## src/rtl/riscv_pkg.sv

```systemverilog
// Shared definitions for the 5-stage 64-bit RISC-V core: datapath widths,
// ALU operation encodings and the pipelined memory/writeback control bundle.
package riscv_pkg;

   localparam int XLEN   = 64;
   localparam int REG_AW = 5;

   typedef enum logic [3:0] {
      ALU_AND  = 4'b0000,
      ALU_OR   = 4'b0001,
      ALU_ADD  = 4'b0010,
      ALU_SUB  = 4'b0110,
      ALU_NOR  = 4'b1100,
      ALU_BLT  = 4'b1000,
      ALU_ADDI = 4'b1001,
      ALU_SLLI = 4'b1111
   } alu_op_t;

   // Control bits carried from ID/EX through MEM/WB. In the MEM stage the
   // branch bit holds the resolved outcome (taken) rather than the raw opcode bit.
   typedef struct packed {
      logic branch;
      logic mem_read;
      logic mem_write;
      logic reg_write;
      logic mem_to_reg;
   } mem_ctl_t;

endpackage

```

## src/rtl/ex_mem_branch_resolve.sv

```systemverilog
// Combinational branch resolution for the EX/MEM stage: taken decision from the
// ALU ZERO flag and the PC-relative target (immediate counted in halfwords).
module ex_mem_branch_resolve #(
   parameter int XLEN = riscv_pkg::XLEN
) (
   input  logic            valid,
   input  logic            branch,
   input  logic            zero,
   input  logic [XLEN-1:0] pc,
   input  logic [XLEN-1:0] imm,
   output logic            taken,
   output logic [XLEN-1:0] target
);

   // BEQ and BLT both arrange for ZERO=1 when the branch should be taken.
   assign taken  = valid & branch & zero;
   // Sum is truncated to XLEN bits, so the target wraps modulo 2^XLEN.
   assign target = pc + (imm << 1);

endmodule

```

## src/rtl/ex_mem_stage.sv

```systemverilog
// EX/MEM pipeline register with branch resolution, PC redirect and flush of
// younger wrong-path instructions. Optional event counters are built when
// EXMEM_STATS_EN is defined; otherwise stat_retired/stat_taken read 0.
module ex_mem_stage
   import riscv_pkg::*;
#(
   parameter int XLEN   = riscv_pkg::XLEN,
   parameter int REG_AW = riscv_pkg::REG_AW
) (
   input  logic              clk,
   input  logic              reset_n,
   input  logic              ex_valid,
   input  logic [XLEN-1:0]   ex_result,
   input  logic              ex_zero,
   input  logic [XLEN-1:0]   ex_pc,
   input  logic [XLEN-1:0]   ex_imm,
   input  logic [XLEN-1:0]   ex_rs2_data,
   input  logic [REG_AW-1:0] ex_rd,
   input  logic              ex_branch,
   input  logic              ex_mem_read,
   input  logic              ex_mem_write,
   input  logic              ex_reg_write,
   input  logic              ex_mem_to_reg,
   input  logic              stall,
   input  logic              flush,
   output logic              mem_valid,
   output logic [XLEN-1:0]   mem_result,
   output logic [XLEN-1:0]   mem_rs2_data,
   output logic [REG_AW-1:0] mem_rd,
   output logic              mem_mem_read,
   output logic              mem_mem_write,
   output logic              mem_reg_write,
   output logic              mem_mem_to_reg,
   output logic [XLEN-1:0]   branch_target,
   output logic              pc_src,
   output logic              flush_out,
   output logic [31:0]       stat_retired,
   output logic [31:0]       stat_taken
);

   mem_ctl_t        ex_ctl;
   mem_ctl_t        ld_ctl;
   mem_ctl_t        ctl_q;
   logic            ex_taken;
   logic [XLEN-1:0] ex_target;
   logic            bubble;

   assign ex_ctl = '{branch:     ex_branch,
                     mem_read:   ex_mem_read,
                     mem_write:  ex_mem_write,
                     reg_write:  ex_reg_write,
                     mem_to_reg: ex_mem_to_reg};

   ex_mem_branch_resolve #(.XLEN(XLEN)) u_resolve (
      .valid  (ex_valid),
      .branch (ex_ctl.branch),
      .zero   (ex_zero),
      .pc     (ex_pc),
      .imm    (ex_imm),
      .taken  (ex_taken),
      .target (ex_target)
   );

   // Control word loaded for a real instruction: branch bit replaced by the outcome.
   always_comb begin
      // NOTE: assign every field a default first so no path leaves ld_ctl unassigned (no latch).
      ld_ctl        = ex_ctl;
      ld_ctl.branch = ex_taken;
   end

   // A held redirect or an external squash turns the incoming slot into a bubble.
   assign bubble = flush | ctl_q.branch;

   // Stage register: reset > flush > stall > bubble > normal load.
   always_ff @(posedge clk) begin
      // NOTE: sequential state uses non-blocking assignments so all flops update together.
      if (!reset_n) begin
         // NOTE: data registers are reset too, since every registered output must read 0 after reset.
         mem_valid     <= 1'b0;
         mem_result    <= '0;
         mem_rs2_data  <= '0;
         mem_rd        <= '0;
         branch_target <= '0;
         ctl_q         <= '0;
      end else if (flush || !stall) begin
         mem_result    <= ex_result;
         mem_rs2_data  <= ex_rs2_data;
         mem_rd        <= ex_rd;
         branch_target <= ex_target;
         if (bubble) begin
            mem_valid <= 1'b0;
            ctl_q     <= '0;
         end else begin
            mem_valid <= ex_valid;
            ctl_q     <= ld_ctl;
         end
      end
   end

   assign mem_mem_read   = ctl_q.mem_read;
   assign mem_mem_write  = ctl_q.mem_write;
   assign mem_reg_write  = ctl_q.reg_write;
   assign mem_mem_to_reg = ctl_q.mem_to_reg;
   assign pc_src         = ctl_q.branch;
   assign flush_out      = ctl_q.branch;

`ifdef EXMEM_STATS_EN
   logic        advance;
   logic [31:0] retired_q;
   logic [31:0] taken_q;

   // Only edges that load a real EX instruction count.
   assign advance = !stall && !bubble;

   // Free-running event counters, wrapping at 2^32.
   always_ff @(posedge clk) begin
      if (!reset_n) begin
         retired_q <= '0;
         taken_q   <= '0;
      end else begin
         if (advance && ex_valid) retired_q <= retired_q + 32'd1;
         if (advance && ex_taken) taken_q   <= taken_q + 32'd1;
      end
   end

   assign stat_retired = retired_q;
   assign stat_taken   = taken_q;
`else
   assign stat_retired = 32'd0;
   assign stat_taken   = 32'd0;
`endif

endmodule

```

## config.mk

```make
export PLATFORM = sky130hd
export DESIGN_NAME = ex_mem_stage
export DESIGN_NICKNAME = d
export VERILOG_FILES = /design/src/rtl/riscv_pkg.sv /design/src/rtl/ex_mem_branch_resolve.sv /design/src/rtl/ex_mem_stage.sv
export SDC_FILE = /design/constraint.sdc
export NUM_CORES = 1
export LEC_CHECK = 0
export BUFFER_PORTS_ARGS = -buffer_cell sky130_fd_sc_hd__buf_4
export CORE_AREA = 2 2 212 214
export DETAILED_ROUTE_END_ITERATION = 8
export DIE_AREA = 0 0 214 216
export GPL_TIMING_DRIVEN = 0
export SLEW_MARGIN = 15
export SYNTH_ARGS = -nofsm -noshare
export SYNTH_HDL_FRONTEND = slang
export SYNTH_SLANG_ARGS = --single-unit
```

## constraint.sdc

```tcl
create_clock -name clk -period 3.3 [get_ports clk]
set_input_delay 0.66 -clock clk [delete_from_list [all_inputs] [get_ports clk]]
set_output_delay 0.66 -clock clk [all_outputs]
set_load 0.05 [all_outputs]
```

Word-level counts from Yosys, hierarchy flattened. Cells that the tools add are included.

Add/sub/neg operators: 1. Multiplexer cells: 2. Bitwise gates (word level): 3. Reductions and logical operators: 2.

Operators with widths (number): 64-bit adder (1); 5-bit 2-to-1 mux (1); 1-bit AND (2); 1-bit zero test (1); 1-bit logical OR (1); 1-bit 2-to-1 mux (1); 1-bit bitwise OR (1).

Flip-flop bits (word level): 203. Input bits: 272. Output and inout port bits: 268. Word-level logic and storage cells: 18.

Longest topological paths before layout. Gate-level depths: netlist of the first run.

Depth after elaboration: 3. Gate-level depth with buffers: 12. Depth with buffers taken out: 12.

By module. Synthesis of the first run repeated with hierarchy kept, for this count alone.

Cells, all modules: 1508. Area, all modules: 11791.3 µm².

By module, submodules not included: ex_mem_stage (times used 1, cells an instance 947, area each 7973.9 µm², seq. area each 4063.9 µm²); ex_mem_branch_resolve (times used 1, cells an instance 561, area each 3817.4 µm², seq. area each 0.0 µm²).

Worst setup path after synthesis of the first run. OpenSTA, ideal clock, no wires.

Path kind: input-to-reg. From: in ex_pc[1]. To: reg branch_target[59]. Setup time: 0.079 ns. Arrival: 3.055 ns. Setup slack: 0.166 ns. Cell stages on the path: 12. Cells stage by stage: ha_1 -> fa_1 -> nand3_1 -> a31oi_2 -> a2bb2oi_2 -> o211ai_1 -> a221oi_2 -> o21ai_1 -> a21oi_2 -> o21ai_1 -> a211o_1 -> o211ai_1.

Word-level cells in the longest chain between the ends: 1.

Ends and longest elaborated chain: from (decl) (line ex_mem_stage.sv:15) `input logic [XLEN-1:0] ex_pc,`; 64-bit adder (line ex_mem_branch_resolve.sv:18) `assign target = pc + (imm << 1);`; to (signal assigned) (line ex_mem_stage.sv:89) `branch_target <= ex_target;`; to (decl) (line ex_mem_stage.sv:34) `output logic [XLEN-1:0] branch_target,`.

No other way between the ends. A chain may end at the register's enable or synchronous reset.

Worst setup path after layout of the first run.
From: in ex_pc[6]. To: reg branch_target[61].

Same word-level chain as after synthesis.

==> run metrics, run 1 <==
Port Buffer Count around 470; CP required approximately 3800 ps; clock network power share around a third; Syn-to-layout area delta 49.1%; Synth Register Bits just over 200; full die area roughly 46000 µm²; Yosys top cell area share 36.5%; HP Class in -> reg; Clk Tree Root Cell clkbuf_16; Site Rows 77; clk_lat worst skew roughly 540 ps; Final min period around 3200 ps; final setup vio count 0; Synth Instances 1481; switching power 3.11 mW; Worst-path clk slew 70 ps; min-delay src ex_result[26]; Pleak 7.86 nW; startpoint types primary input; Congestion Overflow GR 0; final antenna-violating net count 0; Avg Vias per Cell around 4.6; Top Registers branch_target x64, mem_result x64, mem_rs2_data x64; Synth Flop Type dfxtp_1; crit share post-route 96.5%; layout cell share with drive strength beyond 1 between 20% and 30%; vias in the first global route around 12000; Hold Vio Cnt, Final 0; critical-path maximum fanout 5; drt first pass iters 5; clock sink count 203; Netlist cell types 67; setup ws final ~120 ps; CP startpoint ex_pc[6]; internal power about 5.4 mW; WS Path Type in -> reg; Worst-Margin Slew between 1000 and 1500 ps; final setup skew ~0.98 ps; WP data arrival 3670 ps; H-tree depth 1; Synth area leaders dfxtp_1, nand2_1, a21oi_1; Total Power approximately 8.5 mW; Max VDD drop about 380 µV; GRT Total Usage 19.1%; Post-synth EDFFs 0; max-cap check violation count 0; core region area 43800 µm²; vias post-DR 12200; Nets ~2400; antenna violations before repair 3; effective utilization at floorplan around 25%; CTS tree done; Critical-path top delay cell o41ai_4; Slew Limit Fails 0; setup TNS 0 ps; Cell Pwr Density between 500 and 600 nW/µm²; Comb pwr share around 33%; drt wl/cell 17.5 µm; post-synthesis instance area roughly 11000 µm²; first-pass GRT wire length a little under 70000 µm; max_slew headroom about a third; clock buffer depth 3; HPWL Detailed between 30000 and 40000 µm; area leader, netlist dfxtp_1; post-synthesis sequential area ratio 36.5%; status finished, final reports clean; DRT Wirelength approximately 46000 µm; switching share of power between 30% and 40%; Die Ht approximately 220 µm; routability cong. about 0.93; Post-Place Worst Slack -751 ps; Seq pwr share about a third; Crit path largest cell delay around 430 ps; Max Freq approximately 310 MHz; Synthesis Warnings 0; reg2reg start flush_out; crit end category register; Die Wd 214 µm; crit-path cells buf_4, ha_1, o21ai_0, a31oi_2, a2bb2oi_4, or3b_4, a311oi_2, nor2_2, o41ai_4, nand4_1, mux2_4, o211ai_2; Worst R2R Setup Slack ~2400 ps; number of CTS-inserted buffers 26; # DRC 0; Avg Cell Area, Syn between 7 and 8 µm²; FFs w/ async S/R, synth 0%; initial drt markers approximately 610; largest net degree at the start of global routing 13; Ports 540
through the flow:
step           hold slack, ps  std cells  area, µm²  utilization, %
3_3_place_gp              439       2609      15700            35.7
4_1_cts                   331       2658      16600            37.8
3_5_place_dp              443       2609      15700            35.7
6_report                  358       2659      16600            37.9
5_1_grt                   346       2658      16600            37.9
2_1_floorplan             671       1544      11400               -
critical path: cells and delay by family:
family / cells / cell delay [ps]
and+or+nand+nor: 3 / 780
adders and majority gates: 1 / 380
buffers and inverters: 1 / 110
AOI/OAI and AO/OA: 6 / 1390
muxes: 1 / 330
per-layer routing:
layer	vias up	track usage, %	wire (µm)
met2	429	33.6	22500
met4	4	6.76	1600
met5	-	0	26
li1	6092	-	-
met1	5559	22.5	18900
met3	78	4.72	3380
area by class of cell:
type	count	area (µm²)
Fill cell	4651	27200
Sequential cell	203	4060
Antenna cell	1	2.50
Clock buffer	38	787
Tap cell	592	741
Timing Repair Buffer	474	3560
Clock inverter	10	114
Inverter	23	86.3
Multi-Input combinational cell	1161	6400
Buffer	157	850
logic make-up after synthesis:
kind of cell             after synthesis  share of synthesized area (%)
AO/OA/AOI/OAI                        422                           22.5
XOR/XNOR                              51                           4.01
adder cells (fa/ha/maj)               63                           7.15
buffers and inverters                180                           8.40
flip-flops                           203                           36.5
multiplexers                           5                          0.494
other                                  1                         0.0337
AND/OR/NAND/NOR                      556                           20.9
power groups by stage:
stage,sequential [mW],clock (mW),combinational [mW]
floorplan,3.51,0,1.13
global placement,2.82,0,2.78
detailed placement,2.82,0,2.78
CTS,2.77,3.03,2.80
global route,2.80,3.13,2.99
finish,2.77,2.96,2.79
path summary, 6_finish.rpt:
path,endpoint,cells past startpoint
min,mem_result[26],3
min reg2reg,mem_rs2_data[11],2
max reg2reg,mem_valid,3
max,branch_target[61],12
cells in the mapped netlist, types with 2 or more instances:
cell type and n:
xor2_1 16, or3_1 10, buf_1 10, nand4_1 26
o21a_1 7, nor3_1 13, dfxtp_1 203, a21boi_0 2
xnor2_1 35, nor3b_1 4, a211oi_1 14, inv_1 23
and2_1 5, a221oi_1 3, buf_2 13, o31ai_1 2
clkbuf_1 69, a21oi_2 2, a31oi_1 7, ha_1 62
nand3_1 33, o21ai_1 2, nand2b_1 4, mux2i_1 4
o21ai_0 46, o2111ai_1 2, nor2_1 48, a32oi_1 2
o211ai_1 7, o21bai_1 23, and3_1 7, a21o_1 29
buf_4 65, nor4_1 2, a21oi_1 253, nand2_1 397
layout by cell type, fill, tap and decap left out, drive strengths merged, types with 26 or more instances in the layout:
| master | count |
|---|---|
| nor2 | 49 |
| nand2 | 397 |
| o21ai | 48 |
| a21oi | 255 |
| nand3 | 34 |
| clkbuf | 107 |
| dfxtp | 203 |
| ha | 62 |
| buf | 562 |
| xnor2 | 35 |
| conb | 64 |
| nand4 | 26 |
| a21o | 29 |
timing repair:
item	CTS	global route
cloned	0	0
hold buffers	0	0
gates resized for setup	1	3
pin swaps	1	2
setup endpoints to repair	2	9
buffers inserted	1	0
Note: power is estimated with default switching activity, not from simulation.
==> inputs of run 2 (changes only) <==
--- a/config.mk
+++ b/config.mk
@@ -10,6 +10,7 @@
 export DETAILED_ROUTE_END_ITERATION = 8
 export DIE_AREA = 0 0 214 216
 export GPL_TIMING_DRIVEN = 0
+export MAX_ROUTING_LAYER = met4
 export SLEW_MARGIN = 15
 export SYNTH_ARGS = -nofsm -noshare
 export SYNTH_HDL_FRONTEND = slang
==> run metrics, run 2 (same netlist as run 1, synthesis figures left out) <==
fin util 37.7% (-0.21 points); reg2reg end mem_valid; Final min period 3180 ps (-3.99 ps); Syn-to-layout area delta 48.3%; WP data arrival 3650 ps (-20 ps); Slew Limit Fails 0 (unchanged); drt wl/cell 17.5 µm (about the same); Site Rows 77 (unchanged); clock sink count 203 (unchanged); Clk Tree Root Cell clkbuf_16; WS Path Type in -> reg; commonest non-fill, non-tap cell in the layout buf_4; initial drt markers 605 (-0.33%); Nets 2380 (-0.042%); final antenna-violating net count 0 (unchanged); Max VDD drop 309 µV (-18%); Pleak 7.79 nW (-0.77%); antenna violations before repair 1 (-2); vias in the first global route 12000 (+0.43%); Port Buffer Count 473 (unchanged); layout cell share with drive strength beyond 1 29.8% (-0.10 points); Cell Pwr Density 497 nW/µm² (-3.3%); reg2reg start flush_out; Total Power 8.21 mW (-3.8%); sequential cell area 4060 µm² (unchanged); Worst R2R Setup Slack 2360 ps (about the same); core region area 43800 µm² (unchanged); largest net degree at the start of global routing 13 (unchanged); Avg Vias per Cell 4.57 (about the same); Max Freq 315 MHz (+0.13%); Worst-path clk slew 60 ps (about the same); most frequent cells in the layout buf_4, nand2_1, a21oi_1, dfxtp_1, clkbuf_1; # DRC 0 (unchanged); critical-path maximum fanout 5 (unchanged); CTS tree done; Fillers 4624 (-0.58%); HP Class in -> reg; max_slew headroom 37.7% (+6.0 points); Hold Buf Count CTS 0 (unchanged); GRT Total Usage 19.8% (+0.69 points); crit share post-route 96.3% (-0.12 points); drt first pass iters 5 (unchanged); R2R depth 3 (unchanged); max-cap check violation count 0 (unchanged); Die Ht 216 µm (unchanged); DRT Wirelength 46400 µm (about the same); hold path depth 3 (unchanged); number of CTS-inserted buffers 25 (-3.8%); HPWL Detailed 37900 µm (+0.30%); Congestion Overflow GR 0 (unchanged); first-pass GRT wire length 69900 µm (+0.45%); status finished, final reports clean; final setup vio count 0 (unchanged); H-tree depth 1 (unchanged); Top Registers branch_target x64, mem_result x64, mem_rs2_data x64; vias post-DR 12200 (-0.090%); Worst-Margin Slew 934 ps (-90.2 ps); Worst Hold End mem_rs2_data[15]; startpoint types primary input; crit end category register; CP required 3770 ps (-20 ps); min-delay src ex_rs2_data[15]; routability cong. 0.975 (+5.0%); Die Wd 214 µm (unchanged); clock buffer depth 3 (unchanged); effective utilization at floorplan 25.4% (unchanged); Multi-input gate area 6420 µm² (+0.31%); full die area 46200 µm² (unchanged); final setup skew 1.03 ps (+0.0485 ps); Hold Vio Cnt, Final 0 (unchanged); clk_lat worst skew 520 ps (-20 ps); Ports 540 (unchanged)
run 2: repair_timing:
item                                    CTS  global route
endpoints found under the setup margin    2             9
buffers inserted                          1             0
pin swaps                                 1             1
gates resized for setup                   2             5
run 2: worst max path at each step:
stage          startpoint                 to  slack [ps]  cells past startpoint
2_1_floorplan    ex_pc[1]  branch_target[59]         170                     12
3_3_place_gp     ex_pc[8]  branch_target[60]        -790                     13
3_5_place_dp     ex_pc[1]  branch_target[55]        -760                     13
4_1_cts          ex_pc[8]  branch_target[48]          10                     12
5_1_grt          ex_pc[1]  branch_target[55]          -7                     13
6_report         ex_pc[6]  branch_target[61]         120                     12
run 2: final cells by class:
type	instances	share of cell area, %
flip-flops and latches	203	24.6
repair buffers	474	21.5
plain buffers	157	5.14
well taps	592	4.49
multi-input cells	1161	38.9
clock buffers	34	4.30
inverters	23	0.523
clock inverters	11	0.470
diodes	2	0.0303
run 2: critical path: stages:
cell,delay [ps]
buf_4,110
ha_1,380
o21ai_0,200
a31oi_4,260
a2bb2oi_4,110
or3b_4,420
a311oi_2,370
nor2_2,150
o41ai_4,430
nand4_1,180
mux2_4,330
o211ai_2,70
run 2: stage by stage:
step | instances | worst slack (ps) | hold slack [ps] | TNS (ps) | area, µm²
detailed placement | 2609 | -762 | 444 | -8790 | 15700
global route | 2656 | -7.38 | 344 | -7.38 | 16500
global placement | 2609 | -790 | 439 | -9590 | 15700
CTS | 2655 | 12.6 | 331 | 0 | 16500
floorplan | 1544 | 166 | 671 | 0 | 11400
finish | 2657 | 121 | 362 | 0 | 16500
run 2: layer usage:
| layer | vias to the layer above | track usage (%) | part of all wire, % |
|---|---|---|---|
| met5 | - | - | 0 |
| li1 | 6095 | - | - |
| met3 | 56 | 4.31 | 6.8 |
| met1 | 5593 | 22.7 | 41 |
| met4 | 0 | 5.38 | 2.5 |
| met2 | 407 | 34.7 | 50 |
run 2: power by group:
group | leakage [nW] | switching, mW | internal [mW]
logic | 5.73 | 1.84 | 0.958
registers | 1.68 | 0.114 | 2.66
clock network | 0.383 | 1.12 | 1.51
total | 7.79 | 3.08 | 5.13
==> inputs of run 3 (changes only) <==
--- a/config.mk
+++ b/config.mk
@@ -5,10 +5,11 @@
 export SDC_FILE = /design/constraint.sdc
 export NUM_CORES = 1
 export LEC_CHECK = 0
+export ABC_AREA = 1
 export BUFFER_PORTS_ARGS = -buffer_cell sky130_fd_sc_hd__buf_4
-export CORE_AREA = 2 2 212 214
+export CORE_AREA = 2 2 207 209
 export DETAILED_ROUTE_END_ITERATION = 8
-export DIE_AREA = 0 0 214 216
+export DIE_AREA = 0 0 209 211
 export GPL_TIMING_DRIVEN = 0
 export MAX_ROUTING_LAYER = met4
 export SLEW_MARGIN = 15
==> constraint.sdc (replaced) <==
create_clock -name clk -period 3.1 [get_ports clk]
set_input_delay 0.62 -clock clk [delete_from_list [all_inputs] [get_ports clk]]
set_output_delay 0.62 -clock clk [all_outputs]
set_load 0.05 [all_outputs]
==> run metrics, run 3 <==
status finished, final reports clean; Die Ht 211 µm (-2.3%); Post-synth EDFFs 0 (unchanged); crit share post-route between 70% and 80%; Max VDD drop 335 µV (+8.5%); RSZ-0062 raised after global routing false; Die Wd 209 µm (-2.3%); WS Path Type in -> reg; vias in the first global route 14300 (+18%); # DRC 0 (unchanged); GRT Total Usage 24.3% (+4.5 points); Hold Slack 356 ps (-5.99 ps); crit end category register; startpoint types primary input; Final min period between 2000 and 2500 ps; Site Rows 75 (-2.6%); Pleak 11.0 nW (+41%); max_slew headroom 45.8% (+8.1 points); # Post-CTS Setup Buffers 0 (-1); Ports 540 (unchanged); Syn-to-layout area delta 39.0%; Synth Flop Type dfxtp_1; most frequent cells in the layout nand2_1, buf_4, inv_1, nor2_1, dfxtp_1; crit-path cells buf_4, inv_1, nor2_2, inv_1, buf_2, buf_1, nand3_1, nand2_1, inv_1; first-pass GRT wire length 80300 µm (+15%); Multi-input gate area 7370 µm² (+15%); Netlist cell types 31 (-54%); clock sink count 203 (unchanged); vias post-DR 15000 (+23%); drt first pass iters 7 (+2); Fillers 4480 (-3.1%); antenna violations before repair 2 (+1); Synth Register Bits 203 (unchanged); Critical-path top delay cell buf_1; Synth top cells by count nand2_1, inv_1, nor2_1; clock buffer depth 3 (unchanged); initial drt markers 789 (+30%); Hold Vio Cnt, Final 0 (unchanged); HP Class in -> reg; Max Freq about 430 MHz; sequential cell area 4060 µm² (unchanged); Avg Vias per Cell 4.48 (-2.1%); DRT Wirelength 54200 µm (+17%); Cell Pwr Density 484 nW/µm² (-2.7%); Crit path largest cell delay 660 ps (+230 ps); post-synthesis sequential area ratio 30.2% (-6.3 points); fin util 44.8% (+7.1 points); final setup skew 0.332 ps (-0.695 ps); Yosys top cell area share 30.2% (-6.3 points); commonest non-fill, non-tap cell in the layout nand2_1; drt wl/cell 16.2 µm (-7.2%); largest net degree at the start of global routing 13 (unchanged); WP data arrival 2710 ps (-940 ps); routability cong. 0.982 (+0.71%); Synthesis Warnings 0 (unchanged); layout cell share with drive strength beyond 1 23.6% (-6.1 points); Congestion Overflow GR 0 (unchanged); placed cell areas 17900 µm² (+14%); HPWL Detailed 45900 µm (+21%); final setup vio count 0 (unchanged); Top Registers branch_target x64, mem_result x64, mem_rs2_data x64; Synth area leaders dfxtp_1, nand2_1, inv_1; final antenna-violating net count 0 (unchanged); setup TNS 0 ps (unchanged); CP required 3510 ps (-260 ps); Worst-Margin Slew 812 ps (-122 ps); max-cap check violation count 0 (unchanged); H-tree depth 1 (unchanged); effective utilization at floorplan 32.2% (+6.8 points); Nets 3124 (+31%); FFs w/ async S/R, synth 0% (unchanged); Synth Instances 2227 (+50%); Hold Buf Count CTS 0 (unchanged); CTS tree done; Clk Tree Root Cell clkbuf_16; core region area 41800 µm² (-4.7%); number of CTS-inserted buffers 24 (-4.0%); post-synthesis instance area 13500 µm² (+21%); critical-path maximum fanout 10 (+5); most common cell in the synthesized netlist nand2_1; Final Cell Area 18700 µm² (+13%); Port Buffer Count 473 (unchanged); Worst-path clk slew 60 ps (about the same); clk_lat worst skew 520 ps (about the same); area leader, netlist dfxtp_1; Slew Limit Fails 0 (unchanged); post-CTS sizing 0 (-2); Worst path most repeated cell inv_1; Avg Cell Area, Syn 6.04 µm² (-20%); full die area 44100 µm² (-4.6%)
[run 3: worst max-delay path: cells and delay by family]
family	cells	cell delay, ps
AND/OR/NAND/NOR	3	590
buffers and inverters	6	1480
[run 3: through the flow]
| step | std cells | power [mW] | setup slack (ps) |
|---|---|---|---|
| floorplan | 2290 | 5.16 | 823 |
| global placement | 3302 | 6.31 | 255 |
| detailed placement | 3302 | 6.33 | 240 |
| CTS | 3346 | 9.12 | 785 |
| global route | 3348 | 9.50 | 681 |
| finish | 3348 | 9.04 | 801 |
[run 3: cell families after synthesis]
kind of cell | after synthesis | share of synthesized area (%)
other | 1 | 0.0279
AOI/OAI and AO/OA | 288 | 11.5
DFF | 203 | 30.2
and+or+nand+nor | 1113 | 33.7
xor gates and xnor gates | 28 | 1.82
buffers and inverters | 531 | 16.8
adders and majority gates | 63 | 5.91
[run 3: report_power, final]
group,switching [mW],internal (mW),leakage [nW]
logic,2.26,1.05,8.94
registers,0.130,2.84,1.69
clock network,1.14,1.63,0.380
total,3.53,5.52,11.0
[run 3: metal layers]
layer | vias to the layer above | GRT usage, % | routed length (µm)
li1 | 7752 | - | -
met4 | 0 | 6.97 | 1530
met1 | 6700 | 28.6 | 23000
met3 | 76 | 3.26 | 3010
met2 | 463 | 43.4 | 26600
met5 | - | - | 0
[run 3: cell type report]
class                      instances  area share, %
multi-input combinational       1556           39.4
buffer                           130           4.06
inverter                         401           8.05
timing repair buffer             473           19.0
clock buffer                      37           3.91
clock inverter                     7          0.248
antenna                            2         0.0268
tap                              539           3.61
sequential                       203           21.7
[run 3: worst paths after layout]
path	to	slack (ps)	from	depth (start not counted)
worst min-delay path	mem_result[62]	360	ex_result[62]	3
worst min register to register	mem_mem_to_reg	470	mem_mem_to_reg	2
worst max register to register	flush_out	1980	flush_out	4
worst max-delay path	branch_target[46]	800	stall	9
